<file path="src/rtl/prng_word_packer.sv">
// prng_word_packer
//   Samples one tap cell of a Rule 30 CA register on every enabled cycle and packs
//   the tap bits MSB-first into W-bit words. Completed words go into a DEPTH-entry
//   first-word-fall-through FIFO and leave on a valid/ready interface. The first
//   WARMUP enabled cycles after reset are discarded so that the CA can mix.
// Ports
//   clk, reset_n  clock (rising edge), asynchronous active-low reset
//   ca_state      CA register value; only bit TAP is used
//   enable        CA advanced this cycle, so sample the tap
//   clear         synchronous flush of FIFO, shifter and bit count
//   out_ready     sink accepts out_data this cycle
//   out_valid     FIFO non-empty
//   out_data      FIFO head word, or 0 when the FIFO is empty
//   level         FIFO occupancy, 0..DEPTH
//   drop_cnt      saturating count of words lost to a full FIFO
//   warm          1 once warm-up is complete
module prng_word_packer #(
  parameter int N      = 32,
  parameter int TAP    = 16,
  parameter int W      = 8,
  parameter int DEPTH  = 4,
  parameter int WARMUP = 64
) (
  input  logic                       clk,
  input  logic                       reset_n,
  input  logic [N-1:0]               ca_state,
  input  logic                       enable,
  input  logic                       clear,
  input  logic                       out_ready,
  output logic                       out_valid,
  output logic [W-1:0]               out_data,
  output logic [$clog2(DEPTH+1)-1:0] level,
  output logic [15:0]                drop_cnt,
  output logic                       warm
);

  localparam int LW  = $clog2(DEPTH+1);
  localparam int PW  = $clog2(DEPTH);
  localparam int CW  = $clog2(W);
  localparam int WUW = $clog2(WARMUP+1);

  localparam logic [LW-1:0]  LVL_FULL = LW'(DEPTH);
  localparam logic [CW-1:0]  BIT_LAST = CW'(W-1);
  localparam logic [WUW-1:0] WU_LAST  = WUW'(WARMUP-1);

  typedef enum logic {WARM_UP, COLLECT} state_t;

  state_t         state;
  logic [WUW-1:0] wu_cnt;

  logic [W-1:0]   shifter;
  logic [CW-1:0]  bit_cnt;
  logic [W-1:0]   mem [DEPTH];
  logic [PW-1:0]  wr_ptr, rd_ptr;

  logic           tap, sample, word_done, pop, push, drop, full;
  logic [W-1:0]   word;
  logic [LW-1:0]  lvl_nxt;
  logic [PW-1:0]  rd_nxt;
  logic [W-1:0]   data_nxt;

  // Warm-up FSM. clear deliberately leaves it alone; only reset restarts warm-up.
  always_ff @(posedge clk or negedge reset_n) begin
    if (!reset_n) begin
      state  <= WARM_UP;
      wu_cnt <= '0;
      warm   <= 1'b0;
    end else begin
      case (state)
        WARM_UP: if (enable) begin
          if (wu_cnt == WU_LAST) begin
            state <= COLLECT;
            warm  <= 1'b1;
          end else begin
            wu_cnt <= wu_cnt + WUW'(1);
          end
        end
        COLLECT: warm <= 1'b1;
        default: state <= WARM_UP;
      endcase
    end
  end

  always_comb begin
    tap       = ca_state[TAP];
    sample    = (state == COLLECT) && enable && !clear;
    word_done = sample && (bit_cnt == BIT_LAST);
    word      = {shifter[W-2:0], tap};
    full      = (level == LVL_FULL);
    pop       = out_valid && out_ready && !clear;
    // A pop in the same cycle frees the slot, so a full FIFO can still accept.
    push      = word_done && (!full || pop);
    drop      = word_done && !push;
    rd_nxt    = pop ? rd_ptr + PW'(1) : rd_ptr;

    lvl_nxt = level;
    case ({push, pop})
      2'b10:   lvl_nxt = level + LW'(1);
      2'b01:   lvl_nxt = level - LW'(1);
      default: lvl_nxt = level;
    endcase

    // Registered head: when the new head slot is the one being written this
    // cycle, the memory does not hold it yet, so forward the incoming word.
    data_nxt = '0;
    if (lvl_nxt != '0) begin
      if (push && (wr_ptr == rd_nxt)) data_nxt = word;
      else                            data_nxt = mem[rd_nxt];
    end
  end

  always_ff @(posedge clk) begin
    if (push) mem[wr_ptr] <= word;
  end

  always_ff @(posedge clk or negedge reset_n) begin
    if (!reset_n) begin
      shifter   <= '0;
      bit_cnt   <= '0;
      wr_ptr    <= '0;
      rd_ptr    <= '0;
      level     <= '0;
      out_valid <= 1'b0;
      out_data  <= '0;
    end else if (clear) begin
      shifter   <= '0;
      bit_cnt   <= '0;
      wr_ptr    <= '0;
      rd_ptr    <= '0;
      level     <= '0;
      out_valid <= 1'b0;
      out_data  <= '0;
    end else begin
      if (sample) begin
        shifter <= word;
        bit_cnt <= word_done ? '0 : bit_cnt + CW'(1);
      end
      if (push) wr_ptr <= wr_ptr + PW'(1);
      rd_ptr    <= rd_nxt;
      level     <= lvl_nxt;
      out_valid <= (lvl_nxt != '0);
      out_data  <= data_nxt;
    end
  end

  always_ff @(posedge clk or negedge reset_n) begin
    if (!reset_n)                        drop_cnt <= '0;
    else if (drop && drop_cnt != 16'hFFFF) drop_cnt <= drop_cnt + 16'd1;
  end

endmodule
</file>
<file path="config.mk">
export PLATFORM = sky130hd
export DESIGN_NAME = prng_word_packer
export DESIGN_NICKNAME = d
export VERILOG_FILES = /design/src/rtl/prng_word_packer.sv
export SDC_FILE = /design/constraint.sdc
export NUM_CORES = 1
export LEC_CHECK = 0
export BUFFER_PORTS_ARGS = -buffer_cell sky130_fd_sc_hd__buf_4
export CORE_UTILIZATION = 40
export DETAILED_ROUTE_END_ITERATION = 7
export GPL_TIMING_DRIVEN = 0
export SLEW_MARGIN = 20
export SYNTH_ARGS = -nofsm -noshare
export SYNTH_HDL_FRONTEND = slang
export SYNTH_SLANG_ARGS = --single-unit
</file>
<file path="constraint.sdc">
create_clock -name clk -period 3.7 [get_ports clk]
set_input_delay 0.74 -clock clk [delete_from_list [all_inputs] [get_ports clk]]
set_output_delay 0.74 -clock clk [all_outputs]
set_load 0.05 [all_outputs]
</file>
==> results_dict.tcl <==
set metrics [dict create \
    antenna_found_initial 0 \
    wl_met1_um 4000 \
    grt_usage_pct 17.1 \
    place_congestion 0.872 \
    num_io_pins 66 \
    reg2reg_slack_ns 0.70 \
    syn-num-nets 399 \
    wire_per_inst_um 15.6 \
    first_pass_iters 5 \
    netlist_area_sq_mm 0.00404 \
    cp.arrival_ns 3.25 \
    drive_gt1_share_pct 22.8 \
    coreArea_sq_mm 0.00977 \
    crit_path_end_kind "flip-flop" \
    maxSlewViolCount 0 \
    critPathSlowestCell "dfrtp_1" \
    initial_utilization_pct 41.3 \
    setup_viol 0 \
    antenna_left 0 \
    nFillCells 901 \
    worstMarginPinSlew_ns 0.830 \
    insertion_delay_ns 0.36 \
    status "finished clean" \
    p_leak_nw 1.87 \
    cts_tree "yes" \
    crit_type "flip-flop to flip-flop" \
    rows 36 \
    routed_via_density 5.40 \
    seq_area_sq_mm 0.00224 \
    dr_wl_met2_um 3860 \
    ff2ff_path_depth 10 \
    crit_family "simple AND/OR/NAND/NOR gates" \
    grt_pass1_wl_um 13600 \
    portBuffers 34 \
    yosys_warnings 0 \
    routed.top_layer "met4" \
    path_buf_inv 1 \
    fin_setup_tns_ns 0 \
    fin_nets 444 \
    relSlewSlack_pct 44.4 \
    syn_to_final_growth_pct 14.9 \
    peakVddDrop_v 0.000194 \
    rsz0062_at_grt "no" \
    ys_ff_latch 83 \
    clockRootBuffer "clkbuf_8" \
    crit_required_ns 3.96 \
    worstReg2RegStart "bit_cnt[0]" \
    clock_sinks 83 \
    yosysSeqAreaShare_pct 55.4 \
    postCtsSetupBuffers 0 \
    synth_edf_count 32 \
    clkTransAtPathRegs_ns 0.09 \
    vias 2894 \
    drv_cap 0 \
    hold_buffers 0 \
    cts_resized 0 \
    synth_cells 353 \
    cts.htree.levels 3 \
    die_y_um 102 \
    syn_avg_cell_area_sq_um 11.4 \
    drt_iter0_drc 171 \
    path_max_fanout 10 \
    die_x_um 102 \
    post-route-period-util_pct 81.0 \
    clock_path_buffers 2 \
    dp_hpwl_um 5850 \
    drc 0 \
    grt_remaining_overflow 0 \
    max_stage_delay_ns 0.42 \
    dr_wl_met3_um 427 \
    ys_async_sr_fraction_pct 61.4 \
    path_cells "ha_1 > ha_1 > and4b_2 > nor2_2 > inv_1 > fa_1 > nor4_1 > or3_1 > nand3_2 > a221oi_2" \
    multiInputGateArea_sq_mm 0.00167 \
    ys_types 54 \
    cts-buffers-inserted 9 \
    hold_class "input port to asynchronous set/reset pin" \
    crit_top_cell "ha_1" \
    final-hold-violation-count 0 \
    drt-total-wl_um 8370 \
    grt_max_degree 52 \
    clock_skew_ns 0.0109 \
    r2r-end "out_data[5]" \
    grt_pass1_vias 2760 \
    design.die.area_sq_mm 0.0105 \
    fmax_ghz 0.334 \
    period_minus_slack_ns 3.00 \
    ys.flop_type "dfrtp_1" \
    antenna_cells 0 \
    crit_path_start_kind "flip-flop" \
    holdWs_ns 0.397 \
    power_density_mw_per_mm2 390 \
]
-- worst max path at each step --
stage	end	slack, ns	depth (start not counted)	startpoint
floorplan	out_data[0]	1.06	10	bit_cnt[0]
global placement	out_data[4]	0.79	9	enable
detailed placement	out_data[5]	0.72	9	enable
CTS	out_data[5]	0.70	10	bit_cnt[0]
global route	out_data[5]	0.53	10	bit_cnt[0]
finish	out_data[5]	0.70	10	bit_cnt[0]
-- report_power, final --
group	total (mW)	switching, mW	leakage (nW)	internal (mW)
sequential	1.04	0.0453	1.00	0.999
combinational	0.162	0.0931	0.781	0.0691
clock	0.603	0.342	0.0843	0.261
-- placed cells by master, fill, tap and decap left out, types with 8 or more instances in the layout --
master	instances
a211oi_1	8
a21oi_1	22
a221oi_2	8
buf_4	36
clkbuf_8	10
dfrtp_1	51
edfxtp_1	32
ha_1	8
mux2_2	9
nand2_1	32
nand3_1	11
nor2_1	25
nor3_1	21
o21ai_0	9
o221ai_1	8
o31ai_1	8
xnor2_1	18
-- kinds of logic after synthesis --
family,share of synthesized area [%]
adders and majority gates,2.97
xor gates and xnor gates,5.39
AOI/OAI and AO/OA,14.1
buffers and inverters,3.25
and+or+nand+nor,16.4
DFF,55.4
muxes,2.51
-- layer usage --
layer,vias up,track usage (%)
met3,6,3.49
met4,0,6.59
met2,83,25.7
met1,1413,24.1
met5,-,0
li1,1392,-
-- final cells by class --
cell class	instances	share of cell area, %
Multi-Input combinational cell	243	36.0
Inverter	8	0.647
Clock buffer	10	2.97
Clock inverter	6	0.890
Tap cell	133	3.59
Sequential cell	83	48.2
Timing Repair Buffer	34	5.50
Buffer	19	2.18
-- flip-flops by register name (all words and copies together) (netlist names) --
| register | cells |
|---|---|
| mem | 32 |
| drop_cnt | 16 |
| out_data | 8 |
| shifter | 7 |
| wu_cnt | 7 |
| bit_cnt | 3 |
| level | 3 |
| rd_ptr | 2 |
| wr_ptr | 2 |
| out_valid | 1 |
| state | 1 |
| warm | 1 |
-- metrics by stage --
| step | cell area (sq um) | util, % | setup slack [ns] | cells | total power, mW |
|---|---|---|---|---|---|
| 3_5_place_dp | 4460 | 45.6 | 0.722 | 520 | 1.23 |
| 4_1_cts | 4640 | 47.5 | 0.699 | 536 | 1.83 |
| 3_3_place_gp | 4460 | 45.6 | 0.791 | 520 | 1.22 |
| 5_1_grt | 4640 | 47.5 | 0.532 | 536 | 1.89 |
| 2_1_floorplan | 4040 | - | 1.06 | 353 | 1.17 |
| 6_report | 4640 | 47.5 | 0.704 | 536 | 1.81 |
-- cells in the mapped netlist (4+ instances only) --
cell type   n  area [sq um]
a211oi_1    8          60.1
a21oi_1    22           110
a221oi_2    8           120
and2_1      7          43.8
and3_1      5          31.3
buf_2       6          30.0
clkbuf_1    7          26.3
dfrtp_1    51          1280
edfxtp_1   32           961
ha_1        8           100
inv_1       7          26.3
mux2_2      9           101
nand2_1    32           120
nand3_1    11          55.1
nand4_1     4          25.0
nor2_1     25          93.8
nor3_1     21           105
o21ai_0     9          45.0
o221ai_1    8          70.1
o31ai_1     8          60.1
xnor2_1    18           158
xor2_1      5          43.8
No activity file was read; power rests on OpenSTA's default activity.
